File: src/rtl/nibble_serial_addsub.sv
// nibble_serial_addsub
//   Multi-cycle add/subtract of two WIDTH-bit operands through one 4-bit slice.
//   One nibble is processed per RUN cycle, low nibble first, with the slice
//   carry chained across cycles. A full-width result and {z,n,v,c} condition
//   codes are published on the edge that enters DONE.
//
// Ports
//   clk     rising-edge clock
//   rst     synchronous active-high reset
//   start   operation request, accepted only in IDLE or DONE
//   sub     0: a+b, 1: a-b (captured with start)
//   a, b    WIDTH-bit operands (captured with start)
//   busy    high while the slice is stepping through nibbles
//   done    one-cycle pulse; result/cc valid from this cycle on
//   result  registered sum/difference, modulo 2^WIDTH
//   cc      {z,n,v,c}; for subtract c=1 means no borrow
module nibble_serial_addsub #(
  parameter int unsigned NIBBLES = 4,
  localparam int unsigned WIDTH = 4 * NIBBLES
) (
  input  logic             clk,
  input  logic             rst,
  input  logic             start,
  input  logic             sub,
  input  logic [WIDTH-1:0] a,
  input  logic [WIDTH-1:0] b,
  output logic             busy,
  output logic             done,
  output logic [WIDTH-1:0] result,
  output logic [3:0]       cc
);

  localparam int unsigned IdxW = (NIBBLES > 1) ? $clog2(NIBBLES) : 1;

  typedef enum logic [1:0] {
    StIdle,
    StRun,
    StDone
  } state_e;

  state_e           state_q;
  logic [WIDTH-1:0] a_q;
  logic [WIDTH-1:0] b_q;
  logic             sub_q;
  logic [WIDTH-1:0] work_q;
  logic             carry_q;
  logic [IdxW-1:0]  idx_q;

  // Slice datapath signals
  logic [3:0]       a_nib;
  logic [3:0]       b_nib;
  logic [4:0]       sum5;
  logic             c3;
  logic             c4;
  logic             last;
  logic [WIDTH-1:0] work_d;

  // Select the current nibble with constant-index slices and merge the slice
  // sum back into the working register at the same position.
  always_comb begin
    a_nib  = 4'h0;
    b_nib  = 4'h0;
    work_d = work_q;
    for (int i = 0; i < NIBBLES; i++) begin
      if (idx_q == IdxW'(i)) begin
        a_nib = a_q[4*i +: 4];
        b_nib = b_q[4*i +: 4] ^ {4{sub_q}};
      end
    end
    sum5 = {1'b0, a_nib} + {1'b0, b_nib} + {4'b0000, carry_q};
    // Carry into bit 3 recovered from the bit-3 sum: s3 = a3 ^ b3 ^ cin3.
    c3   = a_nib[3] ^ b_nib[3] ^ sum5[3];
    c4   = sum5[4];
    for (int i = 0; i < NIBBLES; i++) begin
      if (idx_q == IdxW'(i)) begin
        work_d[4*i +: 4] = sum5[3:0];
      end
    end
    last = (idx_q == IdxW'(NIBBLES - 1));
  end

  always_ff @(posedge clk) begin
    if (rst) begin
      state_q <= StIdle;
      busy    <= 1'b0;
      done    <= 1'b0;
      result  <= '0;
      cc      <= 4'b0000;
      a_q     <= '0;
      b_q     <= '0;
      sub_q   <= 1'b0;
      work_q  <= '0;
      carry_q <= 1'b0;
      idx_q   <= '0;
    end else begin
      case (state_q)
        StIdle, StDone: begin
          done <= 1'b0;
          if (start) begin
            a_q     <= a;
            b_q     <= b;
            sub_q   <= sub;
            // Subtract is a + ~b + 1: the +1 enters as the initial carry.
            carry_q <= sub;
            idx_q   <= '0;
            busy    <= 1'b1;
            state_q <= StRun;
          end else begin
            busy    <= 1'b0;
            state_q <= StIdle;
          end
        end
        StRun: begin
          work_q  <= work_d;
          carry_q <= c4;
          idx_q   <= idx_q + IdxW'(1);
          if (last) begin
            result  <= work_d;
            cc      <= {(work_d == '0), work_d[WIDTH-1], c4 ^ c3, c4};
            busy    <= 1'b0;
            done    <= 1'b1;
            state_q <= StDone;
          end
        end
        default: begin
          busy    <= 1'b0;
          done    <= 1'b0;
          state_q <= StIdle;
        end
      endcase
    end
  end

endmodule

File: config.mk
export PLATFORM = sky130hd
export DESIGN_NAME = nibble_serial_addsub
export DESIGN_NICKNAME = d
export VERILOG_FILES = /design/src/rtl/nibble_serial_addsub.sv
export SDC_FILE = /design/constraint.sdc
export NUM_CORES = 1
export LEC_CHECK = 0
export ABC_CLOCK_PERIOD_IN_PS = 3300
export CORE_ASPECT_RATIO = 0.7
export CORE_UTILIZATION = 62
export DETAILED_ROUTE_END_ITERATION = 8
export DONT_BUFFER_PORTS = 1
export GPL_TIMING_DRIVEN = 0
export PLACE_DENSITY_LB_ADDON = 0.05
export SETUP_SLACK_MARGIN = 0.02
export SLEW_MARGIN = 25
export SYNTH_ARGS = -nofsm -noshare
export SYNTH_HDL_FRONTEND = slang
export SYNTH_SLANG_ARGS = --single-unit
export TNS_END_PERCENT = 50
File: constraint.sdc
create_clock -name clk -period 3.3 [get_ports clk]
set_input_delay 0.99 -clock clk [delete_from_list [all_inputs] [get_ports clk]]
set_output_delay 0.99 -clock clk [all_outputs]
set_load 0.1 [all_outputs]
# Word-level counts from Yosys, hierarchy flattened
# Cells that the tools add are included.
# Widths: inputs -> output; s select.
[word_totals] reg_bits=76 in_bits=36 output_inout_bits=22
[op_classes] addsub=3 n_eq_ne=7 muxes=22 bitwise_logic=8 n_reduce_logical=9
[ops] cell="$mux 4" count=12
[ops] cell="$logic_not 16->1" count=1
[ops] cell="$xor 4x4->4" count=4
[ops] cell="$pmux 2 s2" count=2
[ops] cell="$eq 2x2->1 const B" count=3
[ops] cell="$reduce_and 2->1" count=3
[ops] cell="$add 4x4->5" count=1
[ops] cell="$add 5x1->5" count=1
[ops] cell="$eq 2x1->1 const B" count=2
[ops] cell="$logic_not 2->1" count=2
[ops] cell="$mux 1" count=4
[ops] cell="$mux 2" count=2
[ops] cell="$ne 2x2->1 const B" count=2
[ops] cell="$pmux 1 s2" count=2
[ops] cell="$reduce_or 2->1" count=2
[ops] cell="$xor 1x1->1" count=3
[ops] cell="$add 2x1->2 const B" count=1
[ops] cell="$reduce_bool 2->1" count=1
[ops] cell="$not 1->1" count=1

# Depth between registers and ports, before layout
# Gate-level depths: netlist of the first run.
[depth] depth_word=9 ltp_mapped=16 ltp_nobuf=15

# Least setup slack after synthesis of the first run
# OpenSTA, ideal clock, no wires.
[synth_timing] path_kind="reg2reg" startpoint="register idx_q[1]" endpoint="register cc[3]" arrival_time_ns=2.950 slack_ns=0.287 path_stages_with_launch=17 cell_sequence="dfxtp_1 > inv_1 > ha_1 > buf_2 > inv_2 > nand2_1 > o221a_2 > nor3_1 > a21oi_1 > fa_1 > inv_1 > fa_1 > clkbuf_1 > nor2_1 > o2111ai_1 > nor3_1 > a32o_1"
[synth_between] elab_chain_len=9 word_cells_on_any_way=20 classes_between="add/sub: 2; eq/ne: 3; mux: 12; reduce/logical: 3"
[synth_rtl] element="start, declared" line_no="47" source="logic [IdxW-1:0] idx_q;"
[synth_rtl] element="start signal, assigned" line_no="116" source="idx_q <= idx_q + IdxW'(1);"
[synth_rtl] element="$logic_not 2->1" line_no="65, 75"
[synth_rtl] element="$mux 4 (4 in a row)" line_no="65" source="if (idx_q == IdxW'(i)) begin"
[synth_rtl] element="$add 4x4->5" line_no="70" source="sum5 = {1'b0, a_nib} + {1'b0, b_nib} + {4'b0000, carry_q};"
[synth_rtl] element="$add 5x1->5" line_no="70"
[synth_rtl] element="$mux 4" line_no="75" source="if (idx_q == IdxW'(i)) begin"
[synth_rtl] element="$logic_not 16->1" line_no="119" source="cc <= {(work_d == '0), work_d[WIDTH-1], c4 ^ c3, c4};"
[synth_rtl] element="end signal, assigned" line_no="119"
[synth_rtl] element="end, declared" line_no="30" source="output logic [3:0] cc"
# Several ways; a longest one is shown, not always the timed one.
# A chain may end at the register's enable or synchronous reset.

# Final worst setup path of the first run
# Same ends and word-level chain as after synthesis.

==> results of run 1 <==
power by group through the flow:
stage	logic (uW)	clock network, uW	registers (uW)
floorplan	220	0	941
CTS	296	698	929
detailed placement	282	0	948
global route	357	730	933
finish	328	689	930
global placement	276	0	946
cells in the mapped netlist (2+ instances only):
| cell | number | area (um^2) |
|---|---|---|
| sky130_fd_sc_hd__o21a_1 | 4 | 30.03 |
| sky130_fd_sc_hd__buf_2 | 11 | 55.05 |
| sky130_fd_sc_hd__o221ai_1 | 4 | 35.03 |
| sky130_fd_sc_hd__nand2_1 | 92 | 345.3 |
| sky130_fd_sc_hd__clkbuf_1 | 18 | 67.56 |
| sky130_fd_sc_hd__buf_4 | 2 | 15.01 |
| sky130_fd_sc_hd__a221o_1 | 4 | 40.04 |
| sky130_fd_sc_hd__a211oi_1 | 12 | 90.09 |
| sky130_fd_sc_hd__inv_1 | 5 | 18.77 |
| sky130_fd_sc_hd__nor3_1 | 4 | 20.02 |
| sky130_fd_sc_hd__nand3_1 | 7 | 35.03 |
| sky130_fd_sc_hd__fa_1 | 2 | 40.04 |
| sky130_fd_sc_hd__o22ai_1 | 4 | 25.02 |
| sky130_fd_sc_hd__o21ai_0 | 9 | 45.04 |
| sky130_fd_sc_hd__nand2b_1 | 4 | 25.02 |
| sky130_fd_sc_hd__ha_1 | 7 | 87.58 |
| sky130_fd_sc_hd__and2_1 | 2 | 12.51 |
| sky130_fd_sc_hd__inv_2 | 2 | 7.510 |
| sky130_fd_sc_hd__dfxtp_1 | 71 | 1421 |
| sky130_fd_sc_hd__nor2_1 | 30 | 112.6 |
| sky130_fd_sc_hd__o211ai_1 | 3 | 22.52 |
| sky130_fd_sc_hd__a21oi_1 | 64 | 320.3 |
| sky130_fd_sc_hd__o221a_2 | 4 | 45.04 |
| sky130_fd_sc_hd__mux2i_1 | 6 | 60.06 |
| sky130_fd_sc_hd__a221oi_1 | 5 | 43.79 |
| sky130_fd_sc_hd__a31oi_1 | 3 | 18.77 |
| sky130_fd_sc_hd__clkbuf_2 | 2 | 10.01 |
| sky130_fd_sc_hd__nor2b_1 | 8 | 50.05 |
cell type report:
class                   instances  area (um^2)
inverters                       7        33.78
fillers                       403         1292
well taps                      69        86.33
clock inverters                 7        72.57
flip-flops and latches         71         1425
plain buffers                  32        162.7
repair buffers                  1        7.507
multi-input cells             291         1683
clock buffers                   9        123.9
critical path, delay by kind of cell (launching register included):
kind                       cells  cell delay [ns]
AOI/OAI and AO/OA              3             0.46
adders and majority gates      3             1.07
buffers and inverters          4             0.46
DFF                            1             0.38
muxes                          1             0.22
and+or+nand+nor                4             0.58
state kept, by name (all words and copies together) (netlist names):
name and flops:
sub_q 1, b_q 16, state_q 2, done 1, a_q 16, work_q 12
busy 1, carry_q 1, cc 4, idx_q 2, result 15
kinds of logic (layout without fill, tap and decap cells):
kind of cell    after synthesis  in the layout  share of synthesized area
compound gates              121            121                     0.2357
xor+xnor                      2              2                   0.007781
fa+ha+maj                     9              9                    0.03967
buf+inv                      41             56                    0.05756
flops                        71             71                     0.4419
mux                           6              6                    0.01867
simple gates                153            153                     0.1988
routing by layer:
metal | wire length, um | share of wire | global-route usage | vias up
met5 | 0 | 0 | 0 | -
met4 | 163 | 0.020 | 0.1129 | 0
met3 | 921 | 0.11 | 0.1130 | 21
met2 | 3487 | 0.43 | 0.4564 | 167
met1 | 3533 | 0.44 | 0.4256 | 1365
li1 | - | - | - | 1425
layout by cell type (no fill, tap or decap), types with 2 or more instances in the layout:
| cell | instances |
|---|---|
| sky130_fd_sc_hd__buf_2 | 8 |
| sky130_fd_sc_hd__clkbuf_1 | 16 |
| sky130_fd_sc_hd__o21ai_0 | 8 |
| sky130_fd_sc_hd__and2_1 | 2 |
| sky130_fd_sc_hd__o22ai_1 | 4 |
| sky130_fd_sc_hd__nand3_1 | 7 |
| sky130_fd_sc_hd__inv_1 | 3 |
| sky130_fd_sc_hd__clkbuf_2 | 2 |
| sky130_fd_sc_hd__o211ai_1 | 3 |
| sky130_fd_sc_hd__mux2i_1 | 5 |
| sky130_fd_sc_hd__clkbuf_8 | 9 |
| sky130_fd_sc_hd__nor3_2 | 2 |
| sky130_fd_sc_hd__nor2_1 | 30 |
| sky130_fd_sc_hd__nor2b_1 | 8 |
| sky130_fd_sc_hd__nand2_1 | 91 |
| sky130_fd_sc_hd__clkinvlp_4 | 2 |
| sky130_fd_sc_hd__nand2b_1 | 4 |
| sky130_fd_sc_hd__buf_6 | 2 |
| sky130_fd_sc_hd__a221oi_1 | 4 |
| sky130_fd_sc_hd__buf_4 | 5 |
| sky130_fd_sc_hd__ha_4 | 2 |
| sky130_fd_sc_hd__a21oi_1 | 63 |
| sky130_fd_sc_hd__a31oi_1 | 3 |
| sky130_fd_sc_hd__ha_1 | 5 |
| sky130_fd_sc_hd__clkinv_2 | 2 |
| sky130_fd_sc_hd__a221o_1 | 4 |
| sky130_fd_sc_hd__o21a_1 | 4 |
| sky130_fd_sc_hd__inv_2 | 3 |
| sky130_fd_sc_hd__o221a_2 | 4 |
| sky130_fd_sc_hd__o221ai_1 | 4 |
| sky130_fd_sc_hd__dfxtp_1 | 70 |
| sky130_fd_sc_hd__nor3_1 | 2 |
| sky130_fd_sc_hd__a211oi_1 | 12 |
worst max path at each step:
stage                         from       to  slack [ns]
after floorplan           idx_q[1]    cc[3]        0.29
after global placement    idx_q[1]    cc[3]       -0.17
after detailed placement  idx_q[1]    cc[3]       -0.23
after CTS                 idx_q[0]    cc[3]        0.03
after global routing      idx_q[1]  carry_q       -0.05
final                     idx_q[1]    cc[3]        0.07
repair_timing:
action                                  CTS  global route
buffers inserted                          1             0
resized for setup                         5            23
hold buffers                              0             0
pin swaps                                 1             3
endpoints found under the setup margin    7            14
through the flow:
step           instances  setup WS, ns  setup TNS, ns    util  area (um^2)
2_1_floorplan        403        0.2867              0       -         3217
3_3_place_gp         472       -0.1743        -0.2084  0.6759         3303
3_5_place_dp         472       -0.2310        -0.3011  0.6759         3303
4_1_cts              487       0.02953              0  0.7181         3510
5_1_grt              487      -0.04503        -0.1063  0.7355         3595
6_report             487       0.07133              0  0.7355         3595
==> summary by stage, run 1 <==
Pwr
The worst-case IR drop observed on VDD is between 0.3 and 0.4 mV. The switching power summed over all nets is between 500 and 600 uW. The share of total power dissipated in combinational logic is 0.168. The analysis attributes to cell leakage a power of around 0.0013 uW.

Of the total power, the share spent switching nets is 0.2975. The design draws a little under 2000 uW. The internal power consumption is roughly 1400 uW. The power density of the placed cells is between 500 and 600 nW/um^2. Of the total power, registers draw 0.478.

The part of the total power dissipated in the clock network is 0.354.

STA
On the final layout, the worst hold slack is roughly 0.47 ns. In the finished design, the share of the clock period the worst path needs comes to 0.9784. The max-slew violation count was 0. The number of hold-slack violations in the final timing report is 0. Setup repair after global routing could not meet its margin everywhere.

The final critical-path required period is between 3 and 4 ns. The fmax is about 310 MHz. The setup skew after layout is about 0.0098 ns.

The pin slew with the least headroom to its limit is 0.9899 ns. In this run the tightest slew margin relative to its limit is 0.3392. Setup violations remaining at the end of the flow were counted as 0.

Clock network
The clock-pin slew of the registers on the worst-case setup and hold paths is 0.08 ns. For the worst-skew pair, the clock arrives at the later sink with an insertion delay of 0.36 ns. Clock tree synthesis selected as its root buffer the cell sky130_fd_sc_hd__clkbuf_8. The number of levels the H-tree was split into is 3. Counting every sink on the clock net gives 71.

The CTS buffer count is 9. The TritonCTS clock tree is done. The maximum root-to-sink buffer count is 2.

Worst setup path
Across all register-to-register paths, the minimum setup slack is ~0.071 ns. The category of the worst setup path capture point is a flop. The reg-to-reg endpoint is cc[3]. The worst-path maximum fanout is 10. In this design, the stage delay of the slowest critical-path cell is 0.48 ns. The critical path goes through inv_1, ha_1, buf_4, inv_8, nand2_2, o221a_2, nor3_2, a21oi_1, fa_1, inv_2, fa_2, mux2i_2, nand4_1, nor3_2, a32o_1. The nature of the critical path startpoint is a flop.

The largest individual stage delay along the critical path comes from the cell sky130_fd_sc_hd__fa_2. The cell with the most instances on the worst path is sky130_fd_sc_hd__nor3_2. Data on the critical path arrives at its endpoint at ~3.5 ns. The origin of the critical flop-to-flop path is idx_q[1]. The worst setup path is of the reg2reg kind. The depth of the most critical reg-to-reg path is 15. For the worst setup path, the data required time is 3.60 ns.

Hold path
The worst hold path begins at a_q[13]. The number of cells on the worst hold path is 2. The capture endpoint of the worst hold path is a_q[13]. The type of the most critical hold path is reg2reg.

Synthesis
For this run, the leading register cell type out of synthesis is sky130_fd_sc_hd__dfxtp_1. The synthesized area per cell is between 7 and 8 um^2. In the synthesized netlist, the number of instances is a little over 400. The number of enable-type register cells in the synthesized netlist is 0.

Counting distinct cell types in the post-synthesis netlist gives between 40 and 50. The number of synthesized register bits is between 70 and 80. The area of the mapped netlist is approximately 3200 um^2. The number of nets in the synthesized netlist is 448. The share of the Yosys chip area taken by registers is 0.4419.

The async set-or-reset flop fraction in the synthesized netlist is 0. For this run, the number of Yosys warnings is 0.

Global route
The number of antenna violations at the first check in global routing came to 0. For this run, the total global-route usage over all layers was measured as 0.3133. The via count of the first global-routing pass was 2695.

The aggregate global routing overflow is 0. The global-route wire length before repair is 12870 um. Entering global routing, the biggest net connects 14 pins.

Route
The iteration-0 DRC count of the detailed router is 283. The wire length after detailed routing is 8106 um. The first detailed-routing pass took 5 iterations. Using the TritonRoute via totals, the vias-per-cell ratio works out to about 6.1.

The routed wire length per instance is around 17 um. The number of nets with antenna violations after routing is 0. The number of DRC violations after detailed routing is 0. The detailed router placed just under 3000 vias in this run.

Status
The flow ran to the end, and the final reports show no timing, DRC or antenna violations.

Cells and area
Compared with the post-synthesis result, the final layout area differs by 11.75%. The number of antenna diodes in the final layout is 0. The proportion of layout cells with a drive suffix above 1 is 0.1316. In the final design database the tool counted approximately 460 nets.

Die
a little under 60 I/O pins were placed. The standard cell core area is a little under 5000 um^2. Measured along the y axis, the die boundary spans approximately 62 um. The die is between 80 and 90 um wide. The floorplan has 21 rows. The effective utilization at floorplan is 0.6582.

The die covers about 5500 um^2.

Placed design
The HPWL after detailed placement is roughly 5700 um. Routability-driven placement finished with a final weighted congestion of approximately 0.84. The number of port buffers is 0.

Job
The count of max-cap constraint violations is 0.
Power figures use the tool's default switching activity.
==> run 2, diff against run 1 <==
CORE_UTILIZATION = 65   (was 62)
CTS_BUF_LIST = sky130_fd_sc_hd__clkbuf_4   (was unset)
GPL_TIMING_DRIVEN = unset   (was 0)
==> run 2 against run 1 <==
Effect of this change:
- cell count fell by 4.5%
- highest routed layer unchanged
- setup slack improved by 0.15 ns
- largest cell class unchanged
- hold slack got worse by 0.0025 ns
- first-iteration DRC count fell by 31%
- critical endpoint unchanged
- register-to-register slack improved by 0.15 ns
- sequential share of layout area rose by 2.5 points
==> summary by stage, run 2 (synthesis gave the netlist of run 1 again) <==
Route
After detailed routing, the average wire length per cell comes to 15.70 um. The number of nets with antenna violations after routing is 0. The first detailed-routing pass ran for 6 iterations. The iteration-0 DRC count of the detailed router is 196.

The number of DRC violations after detailed routing is 0. Across all layers, the routed design uses approximately 2800 vias. The mean number of vias per cell is around 6.0. The wire length after detailed routing is between 7000 and 8000 um.

Pwr
The power density of the placed cells is approximately 500 nW/um^2. Across the VDD grid, the largest voltage drop is around 0.29 mV. The leakage power of the design is between 0.001 and 0.0015 uW.

Die
The die covers 5239 um^2. The core region is roughly 4800 um^2. The die is 60.86 um tall. The count of standard-cell rows is 21. During I/O placement, the number of pins put on the boundary was 58.

The initial utilization of the core area, before any placement, comes to 0.6764. The die is 86.09 um wide.

Cells and area
The synthesis-to-layout area growth is 5.018%. In the final layout, the registers with the most flip-flops are a_q x16, b_q x16, result x15. At the end of the flow, the number of nets in the layout was 436. The number of antenna diodes in the final layout is 0. The proportion of layout cells with a drive suffix above 1 is 0.1187. The most frequent standard cell in the layout excluding fill and tap cells is sky130_fd_sc_hd__nand2_1. In the layout the commonest cells are sky130_fd_sc_hd__nand2_1 (92), sky130_fd_sc_hd__dfxtp_1 (69), sky130_fd_sc_hd__a21oi_1 (63).

STA
The normalized max-slew margin is 0.3281. The pin slew with the least headroom to its limit is approximately 1 ns. Between clock sinks in the finished design, the worst skew comes to about 0.0091 ns.

The worst hold slack across all endpoints is roughly 0.46 ns. The max-slew violation count is 0. The smallest clock period supported by the final layout is computed as 3.081 ns.

The share of the cycle needed by the critical path after routing is 0.9336. The sum of negative setup slack is 0 ns. The number of hold-slack violations in the final timing report is 0. Static timing analysis puts the maximum clock frequency at around 320 MHz. Setup violations remaining at the end of the flow were counted as 0.

Worst setup path
Measured in cells, the most critical reg-to-reg path has a length of 12. At the worst endpoint, the arrival time is between 3 and 4 ns. The register-to-register setup slack is 0.22 ns. The reg-to-reg endpoint is cc[3]. The worst-path maximum fanout is 8. The category of the worst setup path capture point is a flop. The required time at the endpoint of the critical path is between 3 and 4 ns. The worst register-to-register path begins at idx_q[0]. The nature of the critical path startpoint is a flop. The setup path with the least slack is of type reg2reg.

Status
The flow ran to the end, and the final reports show no timing, DRC or antenna violations.

Placed design
The number of port buffers is 0. The half-perimeter wire length after placement is between 5000 and 6000 um. Routability-driven placement finished with a final weighted congestion of 0.8787.

Clock network
The H-tree was split into 3 levels. For the worst-skew pair, the clock arrives at the later sink with an insertion delay of ~0.43 ns. The number of clock buffers added by TritonCTS is 9. The TritonCTS clock tree is done.

The clock-pin slew of the registers on the worst-case setup and hold paths is 0.11 ns. The total number of clock tree sinks is 71. The tree is rooted in a sky130_fd_sc_hd__clkbuf_4. In this run the deepest clock path goes through 2 buffers.

The hold-fix buffer count after cts is 0.

Global route
Entering global routing, the biggest net connects 67 pins. The number of antenna violations at the first check in global routing is 0. Summed over all layers, the global routing overflow is 0. The via count of the first global-routing pass is between 2000 and 2500. Across every metal layer, demand over resource in global routing totals 0.2933. The first global-routing pass estimated roughly 11000 um of wire.

Hold path
Counting instances, the worst hold path has a depth of 2. The capture endpoint of the worst hold path is a_q[13]. The path class of the tightest hold or removal check is reg2reg. The worst hold path begins at a_q[13].

Job
The count of max-cap constraint violations is 0.
-- run 2: cell types whose count changed in the layout (fill, tap and decap cells not counted), sizes merged --
cell | previous run | this run
buf | 15 | 11
clkinvlp | 2 | 1
clkbuf | 27 | 12
inv | 8 | 7
bufinv | 1 | 0
-- run 2: critical path, stage by stage, from the launching register on --
cell                        delay (ns)
sky130_fd_sc_hd__dfxtp_1          0.41
sky130_fd_sc_hd__inv_1            0.10
sky130_fd_sc_hd__ha_1             0.26
sky130_fd_sc_hd__nor2b_1          0.19
sky130_fd_sc_hd__a221o_1          0.32
sky130_fd_sc_hd__a21oi_1          0.21
sky130_fd_sc_hd__fa_1             0.23
sky130_fd_sc_hd__inv_1            0.07
sky130_fd_sc_hd__fa_2             0.44
sky130_fd_sc_hd__xnor2_4          0.30
sky130_fd_sc_hd__o2111ai_1        0.16
sky130_fd_sc_hd__nor3_1           0.21
sky130_fd_sc_hd__a32o_1           0.13
-- run 2: final cells by class --
| class | instances | area [um^2] |
|---|---|---|
| clock buffers | 12 | 90.09 |
| fillers | 401 | 1378 |
| multi-input cells | 291 | 1644 |
| flip-flops and latches | 71 | 1424 |
| inverters | 7 | 28.78 |
| repair buffers | 11 | 82.58 |
| clock inverters | 4 | 22.52 |
| well taps | 69 | 86.33 |
-- run 2: worst max path at each step --
stage,to,from,slack (ns)
final,cc[3],idx_q[0],0.22
after floorplan,cc[3],idx_q[1],0.29
after global routing,cc[3],idx_q[0],-0.0004
after detailed placement,cc[3],idx_q[1],0.06
after global placement,result[3],idx_q[0],0.18
after CTS,cc[3],idx_q[1],0.03
-- run 2: repair_timing --
item                                    4_1_cts  5_1_grt
gates resized for setup                       0       11
endpoints found under the setup margin        0       15
setup buffers                                 0        2
-- run 2: routing by layer --
metal / GRT usage / share of wire
met1: 0.4099 / 0.47
met2: 0.4320 / 0.43
met3: 0.1007 / 0.085
met4: 0.08571 / 0.012
met5: 0 / 0
-- run 2: report_power, final --
| group | switching [uW] | leakage, uW | internal [uW] |
|---|---|---|---|
| Combinational | 171 | 0.000559 | 121 |
| Clock | 300 | 0.0000671 | 177 |
| Sequential | 40.8 | 0.000580 | 893 |
| Total | 512 | 0.00121 | 1190 |
-- run 2: per-stage QoR --
step	std cells	setup WS [ns]	area (um^2)	utilization	power [uW]
global placement	447	0.1773	3216	0.6761	1202
floorplan	403	0.2867	3217	-	1161
detailed placement	447	0.05932	3216	0.6761	1210
CTS	463	0.03242	3328	0.6998	1671
finish	465	0.2190	3378	0.7103	1703
global route	465	-0.0004066	3378	0.7103	1780
==> run 3, diff against run 2 <==
CORE_UTILIZATION = 62   (was 65)
CTS_BUF_LIST = unset   (was sky130_fd_sc_hd__clkbuf_4)
==> run 3 against run 2 <==
Effect of this change:
- cell count shrank 0.43%
- setup slack gained 0.0010 ns
- final area grew 1.3%
- clock power grew 17%
- fmax is essentially flat
- core utilization shrank 0.99 points
- critical path depth grew 1
- first-iteration DRC count grew 14%
- sequential cell count is the same
- clock skew shrank 0.0032 ns
- sequential power is essentially flat
- highest routed layer unchanged
==> summary by stage, run 3 (synthesis gave the netlist of run 1 again) <==
Cells and area
The most frequent standard cell in the layout excluding fill and tap cells is sky130_fd_sc_hd__nand2_1. Leaving out fill and tap cells, the most frequent cells in the layout are sky130_fd_sc_hd__nand2_1 (92), sky130_fd_sc_hd__dfxtp_1 (69), sky130_fd_sc_hd__a21oi_1 (63). The number of nets in the finished design is 436.

The number of antenna diodes in the final layout is 0. The count of filler cells inserted in the layout is ~420. From synthesis to final layout, the design area changed by 6.418%.

The largest registers in the layout are a_q x16, b_q x16, result x15. The area of all placed cells without fillers is 3423 um^2. The proportion of layout cells with a drive suffix above 1 is 0.1168. The utilization after layout is 0.7005.

Worst setup path
The kind of critical path is reg2reg. The cell type group with the largest total delay on the critical path is adder cells. The worst setup path is captured at a flop. In this run the worst path has a maximum fanout of 7. The nature of the critical path startpoint is a flop.

On the worst path, the slowest cell contributes a delay of around 0.47 ns. The critical path contains buffers and inverters numbering 2 combined. Data arrives at the worst endpoint at about 3.4 ns. The largest individual stage delay along the critical path comes from the cell sky130_fd_sc_hd__fa_2.

Walking the worst path, the cells encountered are inv_1, ha_2, nand2_1, o221a_2, nor3_1, a21oi_1, fa_1, inv_1, fa_2, mux2i_2, nand4_1, nor3_1, a32o_1. For the worst setup path, the data required time is approximately 3.6 ns.

Global route
The via count of the first global-routing pass is between 2000 and 3000. Across every metal layer, demand over resource in global routing totals 0.2783. The number of antenna violations at the first check in global routing is 0. The first global-routing pass estimated ~12000 um of wire.

Entering global routing, the biggest net connects 67 pins. The aggregate global routing overflow is 0.

Die
Row generation in the floorplan step produced 21 rows. The standard cell core area is 4887 um^2. In this run the count of I/O pins placed on the die edge is 58. From bottom edge to top edge, the die measures just over 60 um. The effective utilization at floorplan is 0.6582.

The die area is ~5500 um^2. The width of the die is between 80 and 90 um.

STA
After routing, the total negative slack on setup checks comes to 0 ns. The share of the cycle needed by the critical path after routing is 0.9333. The fmax is ~320 MHz.

The number of hold-slack violations in the final timing report is 0. Setup repair after global routing left no endpoint under its margin. In this run the tightest slew margin relative to its limit is 0.3271. The max-slew violation count was 0. Setup slack on the critical path of the routed design comes to 0.2200 ns. The setup skew after layout is around 0.0060 ns. The pin slew with the least headroom to its limit is between 1 and 1.5 ns. Setup violations remaining at the end of the flow were counted as 0. The final critical-path required period is 3.080 ns. The worst hold slack across all endpoints is ~0.45 ns.

Job
The count of max-cap constraint violations is 0.

Route
The total via count in the routed design is between 2000 and 3000. The iteration-0 DRC count of the detailed router is approximately 220. The first detailed-routing pass took 5 iterations.

The routed design has a little over 7000 um of wire. In the routed design, unresolved DRC markers number 0. The number of nets with antenna violations after routing is 0. The mean number of vias per cell is about 6.0. The routed wire length per instance is about 16 um.

Status
The flow ran to the end, and the final reports show no timing, DRC or antenna violations.

Hold path
The path class of the tightest hold or removal check is reg2reg.

Pwr
Of the total power, the share spent switching nets is 0.2861. The internal power consumption is approximately 1300 uW. The part of the total power dissipated in the clock network is 0.315. The largest voltage drop on the vdd net is approximately 0.36 mV. The power density of the placed cells is just over 500 nW/um^2. The share of total power dissipated in combinational logic is 0.159. The leakage power of the design is approximately 0.0012 uW. The switching power summed over all nets is 508.5 uW. The sequential share of power is 0.526.

Clock network
The clock-pin slew of the registers on the worst-case setup and hold paths is around 0.07 ns. Clock tree synthesis found a total of 71 sinks. The longest clock path from root to sink contains 2 buffers. Counting the buffers created by CTS gives 9.

The TritonCTS clock tree is done. The cell sitting at the root of the clock tree is a sky130_fd_sc_hd__clkbuf_8. Hold repair after CTS inserted 0 buffers. The number of levels the H-tree was split into is 3. Clock latency on the worst-skew pair, taken at its later pin, is around 0.34 ns.

Placed design
The half-perimeter wire length after placement is about 5000 um. Once placement finished, the instance area stood at about 3200 um^2. Routability-driven placement finished with a final weighted congestion of approximately 0.93. The number of port buffers is 0. The worst setup slack after placement is 0.07630 ns.
-- run 3: routing by layer --
layer | wire [um] | global-route usage | up-vias
li1 | - | - | 1368
met1 | 3443 | 0.4005 | 1289
met2 | 2999 | 0.3973 | 119
met3 | 624 | 0.08245 | 12
met4 | 116 | 0.09073 | 0
met5 | 0 | 0 | -
-- run 3: power by group through the flow --
stage | Sequential (uW) | Clock [uW] | Combinational (uW)
finish | 935 | 560 | 282
global route | 939 | 612 | 310
CTS | 934 | 563 | 256
detailed placement | 953 | 0 | 256
global placement | 953 | 0 | 249
floorplan | 941 | 0 | 220
-- run 3: cell type report --
type / instances / area [um^2] / share of cell area
inverters: 7 / 28.78 / 0.008406
repair buffers: 11 / 82.58 / 0.02412
clock buffers: 9 / 123.9 / 0.03618
multi-input cells: 291 / 1650 / 0.4821
well taps: 69 / 86.33 / 0.02522
flip-flops and latches: 71 / 1424 / 0.4159
clock inverters: 5 / 27.53 / 0.008041
-- run 3: final timing paths --
path / slack [ns] / to / start / cells past startpoint
max: 0.22 / cc[3] / idx_q[0] / 13
min: 0.45 / a_q[5] / a_q[5] / 2
max reg2reg: 0.22 / cc[3] / idx_q[0] / 13
min reg2reg: 0.45 / a_q[5] / a_q[5] / 2
-- run 3: through the flow --
step | power (uW) | cells
2_1_floorplan | 1161 | 403
3_3_place_gp | 1202 | 448
3_5_place_dp | 1209 | 448
4_1_cts | 1753 | 462
5_1_grt | 1861 | 463
6_report | 1777 | 463
-- run 3: worst reg2reg max path, stage by stage, from the launching register on --
cell and delay [ns]:
sky130_fd_sc_hd__dfxtp_1 0.35, sky130_fd_sc_hd__inv_1 0.13, sky130_fd_sc_hd__ha_2 0.28, sky130_fd_sc_hd__nand2_1 0.13, sky130_fd_sc_hd__o221a_2 0.26, sky130_fd_sc_hd__nor3_1 0.18
sky130_fd_sc_hd__a21oi_1 0.08, sky130_fd_sc_hd__fa_1 0.39, sky130_fd_sc_hd__inv_1 0.09, sky130_fd_sc_hd__fa_2 0.47, sky130_fd_sc_hd__mux2i_2 0.22, sky130_fd_sc_hd__nand4_1 0.14
sky130_fd_sc_hd__nor3_1 0.17, sky130_fd_sc_hd__a32o_1 0.13
-- run 3: repair_timing --
action	4_1_cts	5_1_grt
setup buffers	0	1
resized for setup	0	11
endpoints found under the setup margin	0	11
